## src/rtl/nes_oam_dma.sv

```systemverilog
// nes_oam_dma: sprite DMA engine copying one CPU page into PPU OAMDATA while stalling the CPU
module nes_oam_dma #(
    parameter logic [15:0] DMA_REG_ADDR = 16'h4014,
    parameter int          XFER_LEN     = 256
) (
    input  logic        clk,
    input  logic        rst_n,
    input  logic [15:0] cpu_addr,
    input  logic [7:0]  cpu_data_out,
    input  logic        cpu_rw,
    output logic        cpu_halt,
    output logic        dma_active,
    output logic [15:0] dma_addr,
    output logic        dma_rd,
    input  logic [7:0]  dma_rdata,
    output logic        oam_wr,
    output logic [7:0]  oam_data,
    output logic        dma_done
);
    typedef enum logic [2:0] {IDLE, HALT, ALIGN, READ, WRITE, DONE} state_t;
    localparam logic [8:0] LAST = 9'(XFER_LEN - 1);
    state_t      state_q, state_d;
    logic        odd_q, odd_d;
    logic [7:0]  page_q, page_d;
    logic [8:0]  idx_q, idx_d;
    logic        busy_q, busy_d;
    logic        dma_rd_q, dma_rd_d;
    logic        oam_wr_q, oam_wr_d;
    logic        dma_done_q, dma_done_d;
    logic [15:0] dma_addr_q, dma_addr_d;
    logic [7:0]  oam_data_q, oam_data_d;
    // Next state plus next output levels, so every output comes straight from a flop
    always_comb begin
        state_d    = state_q;
        page_d     = page_q;
        idx_d      = idx_q;
        oam_data_d = oam_data_q;
        odd_d      = ~odd_q;
        case (state_q)
            IDLE: if (!cpu_rw && cpu_addr == DMA_REG_ADDR) begin
                page_d  = cpu_data_out;
                idx_d   = 9'd0;
                state_d = HALT;
            end
            HALT:  state_d = odd_d ? ALIGN : READ;
            ALIGN: state_d = READ;
            READ: begin
                oam_data_d = dma_rdata;
                state_d    = WRITE;
            end
            WRITE: begin
                idx_d   = idx_q + 9'd1;
                state_d = (idx_q == LAST) ? DONE : READ;
            end
            default: state_d = IDLE;
        endcase
        busy_d     = state_d inside {HALT, ALIGN, READ, WRITE};
        dma_rd_d   = state_d == READ;
        oam_wr_d   = state_d == WRITE;
        dma_done_d = state_d == DONE;
        dma_addr_d = (state_d == READ) ? {page_d, idx_d[7:0]} : 16'h0000;
    end
    // Single state/output register bank with asynchronous clear
    always_ff @(posedge clk or negedge rst_n) begin
        if (!rst_n) begin
            state_q    <= IDLE;
            odd_q      <= 1'b0;
            page_q     <= 8'h00;
            idx_q      <= 9'd0;
            busy_q     <= 1'b0;
            dma_rd_q   <= 1'b0;
            oam_wr_q   <= 1'b0;
            dma_done_q <= 1'b0;
            dma_addr_q <= 16'h0000;
            oam_data_q <= 8'h00;
        end else begin
            state_q    <= state_d;
            odd_q      <= odd_d;
            page_q     <= page_d;
            idx_q      <= idx_d;
            busy_q     <= busy_d;
            dma_rd_q   <= dma_rd_d;
            oam_wr_q   <= oam_wr_d;
            dma_done_q <= dma_done_d;
            dma_addr_q <= dma_addr_d;
            oam_data_q <= oam_data_d;
        end
    end
    assign cpu_halt   = busy_q;
    assign dma_active = busy_q;
    assign dma_rd     = dma_rd_q;
    assign oam_wr     = oam_wr_q;
    assign dma_done   = dma_done_q;
    assign dma_addr   = dma_addr_q;
    assign oam_data   = oam_data_q;
endmodule

```

## config.mk

```make
export PLATFORM = sky130hd
export DESIGN_NAME = nes_oam_dma
export DESIGN_NICKNAME = d
export VERILOG_FILES = /design/src/rtl/nes_oam_dma.sv
export SDC_FILE = /design/constraint.sdc
export NUM_CORES = 1
export LEC_CHECK = 0
export CELL_PAD_IN_SITES_DETAIL_PLACEMENT = 1
export CELL_PAD_IN_SITES_GLOBAL_PLACEMENT = 1
export CORE_MARGIN = 2
export CORE_UTILIZATION = 36
export CTS_CLUSTER_DIAMETER = 80
export DETAILED_ROUTE_END_ITERATION = 16
export PLACE_DENSITY_LB_ADDON = 0.1
export SLEW_MARGIN = 20
export SYNTH_ARGS = -nofsm -noshare
export SYNTH_HDL_FRONTEND = slang
export SYNTH_SLANG_ARGS = --single-unit
```

## constraint.sdc

```tcl
create_clock -name clk -period 2.8 [get_ports clk]
set_input_delay 0.56 -clock clk [delete_from_list [all_inputs] [get_ports clk]]
set_output_delay 0.56 -clock clk [all_outputs]
set_load 0.05 [all_outputs]
```

# --- Word-level counts from Yosys, hierarchy flattened ---
# Cells that the tools add are included.
word_totals:
  word_cells: 40
  inputBits: 35
  reg_bits: 49
  output_inout_bits: 29
classes:
  bitwise_logic: 1
  reduce_logical: 6
  n_addsub: 1
  muxes: 9
  n_eq_ne: 12
ops:
  columns: ["op", "n"]
  rows:
  - ["$pmux W9 S2", 1]
  - ["$eq A16 B15 Y1 const B", 1]
  - ["$mux W16", 1]
  - ["$mux W8", 2]
  - ["$pmux W3 S5", 1]
  - ["$eq A3 B2 Y1 const B", 4]
  - ["$add A9 B1 Y9 const B", 1]
  - ["$eq A3 B3 Y1 const B", 3]
  - ["$eq A9 B8 Y1 const B", 1]
  - ["$mux W9", 1]
  - ["$eq A3 B1 Y1 const B", 2]
  - ["$mux W3", 2]
  - ["$reduce_bool A4 Y1", 1]
  - ["$logic_not A3 Y1", 1]
  - ["$ne A2 B2 Y1 const B", 1]
  - ["$reduce_and A2 Y1", 1]
  - ["$reduce_bool A2 Y1", 1]
  - ["$logic_and A1 B1 Y1", 1]
  - ["$logic_not A1 Y1", 1]
  - ["$mux W1", 1]
  - ["$not A1 Y1", 1]

# --- Longest topological paths before layout ---
# Gate-level depths: netlist of the first run.
logic_depth:
  word_depth: 6
  mapped_depth: 9
  depth_no_buf: 8

# --- Worst setup path before layout of the first run ---
# Ideal clock, no wire load.
synth_timing:
  path_kind: "flip-flop to flip-flop"
  startpoint: "register idx_q[0]"
  endpoint: "register dma_addr_q[5] (netlist: dma_addr[5])"
  synth_period_minus_slack_ps: 2376
  required_ps: 2650
  t_arrival_ps: 2226
  stages_incl_launch_ff: 10
  setup_ps: 150
  n_path_buf: 1
  slack_ps: 424
  path_cell_list: "dfrtp_1 -> ha_1 -> nand4_1 -> nor3_1 -> ha_1 -> nor3b_1 -> nor2_1 -> a2bb2oi_1 -> clkbuf_1 -> a311oi_1"
synth_via:
  elab_chain_len: 5
  word_cells_on_any_way: 7
  classes_between: "add/sub: 1; eq/ne: 2; mux: 4"
synth_lines:
  columns: ["element", "line", "rtl"]
  rows:
  - ["start: declaration", "25", "logic [8:0] idx_q, idx_d;"]
  - ["start signal: assignment", "80", "idx_q <= idx_d;"]
  - ["$eq A9 B8 Y1", "53", "state_d = (idx_q == LAST) ? DONE : READ;"]
  - ["$mux W3", "53", null]
  - ["$pmux W3 S5", "39", "case (state_q)"]
  - ["$eq A3 B2 Y1", "61", "dma_addr_d = (state_d == READ) ? {page_d, idx_d[7:0]} : 16'h0000;"]
  - ["$mux W16 *", "61", null]
  - ["via dma_addr_d[5]", "30", "logic [15:0] dma_addr_q, dma_addr_d;"]
  - ["end signal: assignment", "85", "dma_addr_q <= dma_addr_d;"]
  - ["end: declaration", "30", null]
# The timed path passes the listed nets; every way through them passes the cells marked *.
# A chain may end at the register's enable or synchronous reset.

# --- Worst setup path after layout of the first run ---
layout_timing:
  startpoint: "input port cpu_addr[3]"
  endpoint: "register dma_addr_q[0] (netlist: dma_addr[0])"
layout_via:
  elab_chain_len: 6
  word_cells_on_any_way: 8
  classes_between: "eq/ne: 2; mux: 5; reduce/logical: 1"
layout_lines:
  columns: ["element", "line", "rtl"]
  rows:
  - ["start: declaration", "8", "input logic [15:0] cpu_addr,"]
  - ["$eq A16 B15 Y1 *", "40", "IDLE: if (!cpu_rw && cpu_addr == DMA_REG_ADDR) begin"]
  - ["$logic_and A1 B1 Y1 *", "40", null]
  - ["$mux W3", "40", null]
  - ["$pmux W3 S5", "39", null]
  - ["$eq A3 B2 Y1", "61", null]
  - ["$mux W16 *", "61", null]
  - ["via dma_addr_d[0]", "30", null]
# The timed path passes the listed nets; every way through them passes the cells marked *. The select of a mux whose other input is x is not followed.

==> reports/qor.txt, run 1 <==
GR Overflow Total: 0
R2R setup slack: 530 ps
final WL: 5.49 mm
type of the worst setup path: in2reg
sequential-to-total area share from yosys stat: 56.1%
leakage: 0.00136 uW
Clk Latency, worst-skew pair: 310 ps
total power: 1410 uW
via count: 1835
worst-margin pin slew: 608 ps
mux share of post-synthesis cell area: 4.12%
reg-to-reg startpoint: idx_q[0]
final core utilization: 52.2%
final worst setup slack: 299 ps
Starting Density: 37.2%
CP top delay family: simple AND/OR/NAND/NOR gates
mean area per synthesized cell: 10.9 sq um
unrepaired setup endpoints after global routing: no
hold_buf cts: 0
FFs w/ async S/R, synth: 100%
Max Freq: 400 MHz
Peak VDD IR: 0.201 mV
Hold Crit Class: in2async
CTS tree: built
Longest Clk Path Bufs: 2
Post-Synth XOR/XNOR Area: 0%
EDFF count, synth: 0
Tmin final: 2500 ps
clock sinks: 49
Synth Instances: 200
Placed Cells: 338
Post-Synth Simple-Gate Area: 17.6%
CTS H-tree lvls: 2
reg2reg path depth: 9
core box area: 5890 sq um
outcome: finished, final reports clean
Die Span Y: 81.9 um
largest family of logic cells by synthesized area: simple AND/OR/NAND/NOR gates
DRC viols: 0
Seq cells post-synth: 49
Buf/Inv on CP: 2
final worst path period share: 89.3%
cts bufs inserted: 5
layout cells sized above 1: 14.4%
Finished Layout Cells: 346
Power Dens Cells: 458 nW/um^2
Netlist Area Pre-Place: 2190 sq um
final setup fails: 0
Metal-1 WL: 2.51 mm
Net count, final: 307
critical path peak fanout: 12
DP Wirelength: 3.96 mm
critical path's slowest cell: or4_4
met3 wire length: 310 um
pin count of the biggest net entering global routing: 50
clock slew at reported path FFs: 100 ps
top post-synthesis cells by count: dfrtp_1 (49), nand2_1 (19), a21oi_1 (11)
DRT iter0 DRCs: 62
CTS Root Buffer Type: clkbuf_8
synth top area cells: dfrtp_1 (56%), mux2_2 (4.1%), a221oi_2 (3.4%), nand2_1 (3.3%), nand4_1 (2.9%)
syn_nets: 237
post-synthesis compound-gate area fraction: 17.1%
critical path cell sequence: clkdlybuf4s50_1 > or4b_1 > or4_4 > buf_4 > or3_1 > a21oi_1
# port buffers: 63
delay of the slowest critical-path stage: 550 ps
count leader, synth: dfrtp_1
Relative slew margins: 59.5%
GRT Total Usage: 18.1%
Top FF cell, synth: dfrtp_1
ANT nets after route: 0
Synth top area share: 56.1%
postcts setup bufs: 0
initial antenna violation count: 0
met2 WL post-DR: 2.63 mm
row count: 28
CP required: 3040 ps
Adder-Cell Fraction of Synth Area: 1.14%
reg-to-reg endpoint: dma_addr[8]
Area Growth Syn to Fin: 40.4%
max-slew violation count: 0
first-pass GRT wire length: 9.15 mm
# diodes: 0
synth unique cells: 42
CP Launch Type: input pin
Via density: 5.30
CP arrival: 2740 ps
kind of end point of the critical path: flip-flop
Die ar.: 6710 sq um
WL per Instance: 15.9 um
area leader, netlist: dfrtp_1
Max Cap Viol: 0
via count of the first global-routing pass: 1873
highest routed layer: met4
Yosys warning count: 0
Clock Skew: 13.3 ps
first drt pass iteration count: 4
Final Hold Fails: 0
post-cts sizing count: 0
Die X: 81.9 um
GP Congestion: 0.728
DP Worst Slack: -42.6 ps
IO Count: 64
[stage by stage]
step,hold WS [ps],cell area (sq um),TNS [ps]
floorplan,264,2190,0
global placement,398,2950,-17.0
detailed placement,404,2950,-52.9
CTS,374,3070,0
global route,399,3070,0
finish,351,3070,0
[worst max-delay path by stage]
stage	startpoint	endpoint	depth (start not counted)
final	cpu_addr[3]	dma_addr[0]	6
after global routing	cpu_addr[3]	dma_addr[15]	6
after CTS	cpu_addr[3]	dma_addr[0]	6
after detailed placement	cpu_addr[3]	dma_addr[0]	6
after global placement	cpu_addr[1]	dma_addr[9]	6
after floorplan	idx_q[0]	dma_addr[5]	9
[sequential cells by signal, summed over array words and instances (netlist names)]
signal    count
oam_data      8
page_q        8
dma_addr     16
oam_wr        1
idx_q         9
odd_q         1
dma_done      1
cpu_halt      1
dma_rd        1
state_q       3
[layout make-up]
class,instances,area [sq um]
inverters,8,30.0
repair buffers,75,728
fillers,657,2810
multi-input cells,131,873
clock inverters,2,37.5
clock buffers,6,82.6
well taps,75,93.8
flip-flops and latches,49,1230
[cells by family after synthesis]
family,count (synthesis)
buffers and inverters,20
and+or+nand+nor,68
DFF,49
adders and majority gates,2
muxes,8
AOI/OAI and AO/OA,53
[layout by cell type (no fill, tap or decap), types with 2 or more instances in the layout]
master and instances:
a21oi_1 11, a221oi_1 3, a221oi_2 5, a2bb2oi_1 2, a31oi_1 4, and3_1 2, buf_4 11, clkbuf_8 6
clkdlybuf4s50_1 62, dfrtp_1 49, ha_1 2, inv_1 8, mux2_2 8, nand2_1 19, nand3_1 3, nand4_1 10
nor2_1 9, nor2b_1 2, nor3_1 4, nor3b_1 2, o211ai_1 4, o21a_1 2, o21ai_0 6, o21ai_1 10
or3_1 3, or3b_1 2, or4_1 2, or4_4 2, or4b_1 2
[per-layer routing]
metal / up-vias / global-route usage (%)
li1: 871 / -
met1: 904 / 24.3
met2: 56 / 29.0
met3: 4 / 4.84
met4: 0 / 4.50
met5: - / 0
[report_power, final]
part,switching [uW],internal [uW]
combinational,75.1,77.3
clock,239,291
sequential,7.50,718
total,322,1090
Note: power is estimated with default switching activity, not from simulation.
==> run 2: changes to the inputs <==
--- a/config.mk
+++ b/config.mk
@@ -7,10 +7,12 @@
 export LEC_CHECK = 0
 export CELL_PAD_IN_SITES_DETAIL_PLACEMENT = 1
 export CELL_PAD_IN_SITES_GLOBAL_PLACEMENT = 1
+export CORE_ASPECT_RATIO = 1.4
 export CORE_MARGIN = 2
 export CORE_UTILIZATION = 36
 export CTS_CLUSTER_DIAMETER = 80
 export DETAILED_ROUTE_END_ITERATION = 16
+export GPL_TIMING_DRIVEN = 0
 export PLACE_DENSITY_LB_ADDON = 0.1
 export SLEW_MARGIN = 20
 export SYNTH_ARGS = -nofsm -noshare
==> run 2 against run 1 <==
  * Setup slack worse by 52 ps
  * Maximum frequency fell by 2.1%
  * Non-clock buffer count up 1
  * Global-route usage shrank 0.079 points
  * Largest cell class unchanged
==> reports/qor.txt, run 2 (synthesis results as in run 1) <==
outcome: finished, final reports clean
worst-margin pin slew: 703 ps
cts bufs inserted: 5
reg-to-reg startpoint: idx_q[0]
CP top delay family: simple AND/OR/NAND/NOR gates
CTS Root Buffer Type: clkbuf_8
Die Span Y: 96.2 um
critical path cell sequence: clkdlybuf4s50_1 > or4b_1 > or4_4 > clkbuf_1 > o21ai_1 > a221oi_2
ANT nets after route: 0
DP Wirelength: 4.15 mm
first drt pass iteration count: 4
most common cell after layout, fill and taps aside: clkdlybuf4s50_1
# diodes: 0
Tmin final: 2550 ps
flip-flop count of the largest register after layout: 16
Clock Skew: 9.03 ps
core box area: 5860 sq um
hold_buf cts: 0
Relative slew margins: 53.1%
# port buffers: 63
critical path peak fanout: 10
critical path's slowest cell: or4_4
GRT Total Usage: 18.0%
CP Launch Type: input pin
via count: 1826
Power Dens Cells: 451 nW/um^2
reg2reg path depth: 9
IO Count: 64
reg-to-reg endpoint: dma_addr[5]
CTS H-tree lvls: 2
CP arrival: 2710 ps
type of the worst setup path: in2reg
Fillers: 653
final setup TNS: 0 ps
Net count, final: 308
delay of the slowest critical-path stage: 580 ps
Buf/Inv on CP: 2
most frequent cells in the layout: clkdlybuf4s50_1 (62), dfrtp_1 (49), nand2_1 (19)
WL per Instance: 16.7 um
max-slew violation count: 0
Max Cap Viol: 0
CP required: 2950 ps
DRC viols: 0
DRT iter0 DRCs: 64
initial antenna violation count: 0
total power: 1370 uW
GP Congestion: 0.867
final hold slack: 273 ps
Die X: 69.9 um
layout cells sized above 1: 11.8%
Longest Clk Path Bufs: 2
Clk Latency, worst-skew pair: 300 ps
Area Growth Syn to Fin: 38.7%
first-pass GRT wire length: 9.58 mm
final worst path period share: 91.2%
Peak VDD IR: 0.229 mV
R2R setup slack: 420 ps
clock slew at reported path FFs: 90 ps
Starting Density: 37.3%
kind of end point of the critical path: flip-flop
CTS tree: built
via count of the first global-routing pass: 1953
row count: 33
Via density: 5.35
final WL: 5.70 mm
GR Overflow Total: 0
Die ar.: 6720 sq um
leakage: 0.00134 uW
clock sinks: 49
Hold Crit Class: in2async
final setup fails: 0
Max Freq: 392 MHz
unrepaired setup endpoints after global routing: no
pin count of the biggest net entering global routing: 50
Final Hold Fails: 0
[run 2: changes by cell type in the layout (fill, tap and decap cells not counted), sizes merged]
cell,change
clkinv,+1
buf,-8
clkbuf,+8
clkinvlp,-1
[run 2: per-layer routing]
metal	routed length, um	global-route usage (%)
met1	2310	20.8
met2	3090	34.1
met3	223	3.14
met5	0	0
met4	76	5.13
[run 2: layout make-up]
class	instances	area, sq um	area share [%]
clock buffers	5	68.8	2.27
well taps	70	87.6	2.89
inverters	8	30.0	0.990
clock inverters	2	35.0	1.16
flip-flops and latches	49	1230	40.4
multi-input cells	131	891	29.4
plain buffers	12	58.8	1.94
repair buffers	64	636	21.0
[run 2: how the worst max path moves through the flow]
stage                      startpoint           end  slack, ps  cells after the start
final                     cpu_addr[1]  dma_addr[14]        250                      6
after global routing      cpu_addr[9]   dma_addr[9]        160                      6
after CTS                    idx_q[0]   dma_addr[5]        140                      9
after detailed placement     idx_q[0]   dma_addr[5]       -110                      9
after global placement       idx_q[0]   dma_addr[5]       -440                      9
after floorplan              idx_q[0]   dma_addr[5]        420                      9
[run 2: report_power, final]
part / switching, uW / internal (uW) / total, uW
combinational: 76.5 / 74.8 / 151
clock: 231 / 260 / 491
sequential: 6.76 / 718 / 725
total: 314 / 1050 / 1370
[run 2: repair_timing]
action | 4_1_cts | 5_1_grt
resized for setup | 2 | 0
setup buffers | 0 | 1
endpoints found under the setup margin | 10 | 1
[run 2: through the flow]
stage | area [sq um] | utilization, % | setup WS [ps] | instances
global route | 3030 | 51.7 | 155 | 341
finish | 3030 | 51.7 | 246 | 341
floorplan | 2190 | - | 424 | 200
global placement | 2910 | 49.6 | -440 | 333
detailed placement | 2910 | 49.6 | -111 | 333
CTS | 3030 | 51.6 | 138 | 340
==> run 3: changes to the inputs <==
--- a/config.mk
+++ b/config.mk
@@ -11,10 +11,11 @@
 export CORE_MARGIN = 2
 export CORE_UTILIZATION = 36
 export CTS_CLUSTER_DIAMETER = 80
+export CTS_CLUSTER_SIZE = 28
 export DETAILED_ROUTE_END_ITERATION = 16
 export GPL_TIMING_DRIVEN = 0
 export PLACE_DENSITY_LB_ADDON = 0.1
-export SLEW_MARGIN = 20
+export SLEW_MARGIN = 5
 export SYNTH_ARGS = -nofsm -noshare
 export SYNTH_HDL_FRONTEND = slang
 export SYNTH_SLANG_ARGS = --single-unit
==> constraint.sdc (replaced) <==
create_clock -name clk -period 2.8 [get_ports clk]
set_input_delay 0.42 -clock clk [delete_from_list [all_inputs] [get_ports clk]]
set_output_delay 0.42 -clock clk [all_outputs]
set_load 0.05 [all_outputs]
==> run 3 against run 2 <==
  * Sequential share of layout area decreased by 0.067 points
  * Maximum frequency up 2.6%
  * Cell area grew 0.16%
  * Sequential power about the same
  * Sequential cell count stayed put
  * Critical path depth grew 2
  * Largest power group unchanged
==> reports/qor.txt, run 3 (synthesis results as in run 1) <==
reg-to-reg startpoint: idx_q[0]
final WL: 5.75 mm
flip-flop count of the largest register after layout: 16
Via density: 5.35
DP Wirelength: 4.30 mm
type of the worst setup path: reg2reg
Die Span Y: 96.2 um
total power: 1370 uW
Power Dens Cells: 451 nW/um^2
initial antenna violation count: 0
first-pass GRT wire length: 9.96 mm
# diodes: 0
unrepaired setup endpoints after global routing: no
CP Launch Type: flip-flop
Hold Crit Class: in2async
first drt pass iteration count: 4
dpl cell area: 2920 sq um
Tmin final: 2490 ps
max-slew violation count: 0
Die ar.: 6720 sq um
DP Worst Slack: -506 ps
outcome: finished, final reports clean
final worst setup slack: 310 ps
CP arrival: 2620 ps
CTS tree: built
IO Count: 64
Post-Layout Inst Area: 3040 sq um
final core utilization: 51.8%
Area Growth Syn to Fin: 38.9%
CP startpoint: idx_q[0]
postcts setup bufs: 0
CTS Root Buffer Type: clkbuf_8
final setup fails: 0
DRT iter0 DRCs: 79
cts bufs inserted: 5
layout cells sized above 1: 11.5%
WL per Instance: 16.9 um
Starting Density: 37.3%
pin count of the biggest net entering global routing: 37
clock sinks: 49
most frequent cells in the layout: clkdlybuf4s50_1 (62), dfrtp_1 (49), nand2_1 (19)
GR Overflow Total: 0
row count: 33
kind of end point of the critical path: flip-flop
# port buffers: 63
clock slew at reported path FFs: 90 ps
final setup TNS: 0 ps
CTS H-tree lvls: 2
via count: 1820
Fillers: 649
most common cell after layout, fill and taps aside: clkdlybuf4s50_1
Max Freq: 402 MHz
via count of the first global-routing pass: 2010
Peak VDD IR: 0.217 mV
leakage: 0.00133 uW
Net count, final: 307
GRT Total Usage: 18.8%
Longest Clk Path Bufs: 2
Clock Skew: 8.85 ps
DRC viols: 0
core box area: 5860 sq um
Relative slew margins: 54.8%
Clk Latency, worst-skew pair: 300 ps
critical path peak fanout: 18
worst-margin pin slew: 678 ps
ANT nets after route: 0
final worst path period share: 88.9%
CP required: 2930 ps
Die X: 69.9 um
GP Congestion: 0.867
Max Cap Viol: 0
Final Hold Fails: 0
## run 3: cell types whose count changed in the layout (fill, tap and decap cells not counted)
cell and delta:
buf_4 -2, buf_12 +1, buf_2 +1, clkbuf_2 -1
## run 3: cell type report
class / instances / area [sq um] / area share [%]
Sequential cell: 49 / 1230 / 40.4
Clock inverter: 2 / 35.0 / 1.15
Buffer: 11 / 53.8 / 1.77
Multi-Input combinational cell: 131 / 891 / 29.3
Timing Repair Buffer: 64 / 646 / 21.3
Tap cell: 70 / 87.6 / 2.88
Clock buffer: 5 / 68.8 / 2.27
Inverter: 8 / 30.0 / 0.988
## run 3: report_power, final
group          internal, uW  switching [uW]  total, uW
Combinational          76.2            77.2        153
Sequential              718            6.77        725
Clock                   260             233        493
Total                  1050             317       1370
## run 3: metrics by stage
| stage | instances | hold slack (ps) |
|---|---|---|
| CTS | 340 | 21.0 |
| finish | 340 | 15.0 |
| global placement | 333 | 399 |
| global route | 340 | 35.6 |
| floorplan | 200 | 124 |
| detailed placement | 334 | 352 |
## run 3: routing by layer
metal	track usage [%]	part of all wire [%]	routed length [um]	vias to the layer above
met1	20.9	41	2340	896
met3	3.35	4.0	232	7
met2	36.1	54	3110	41
li1	-	-	-	876
met4	6.41	1.2	67	0
met5	0	0	0	-
## run 3: path summary, 6_finish.rpt
kind | depth (start not counted) | end | slack, ps
worst max-delay path | 8 | dma_addr[5] | 310
worst min-delay path | 1 | oam_data[0] | 10
worst max register to register | 8 | dma_addr[5] | 310
worst min register to register | 1 | odd_q | 430
max in group asynchronous | 2 | dma_addr[1] | 2280
min in group clk | 1 | odd_q | 430
## run 3: critical path, stage by stage (launching register included)
cell and delay, ps:
dfrtp_1 460, ha_1 290, nand4_1 180, nor3_1 210, ha_1 230, nor3b_1 60
nor2_1 200, a2bb2oi_4 530, a311oi_1 140
## run 3: timing repair
item,4_1_cts,5_1_grt
hold buffers,0,0
gates resized for setup,2,0
setup endpoints to repair,13,0
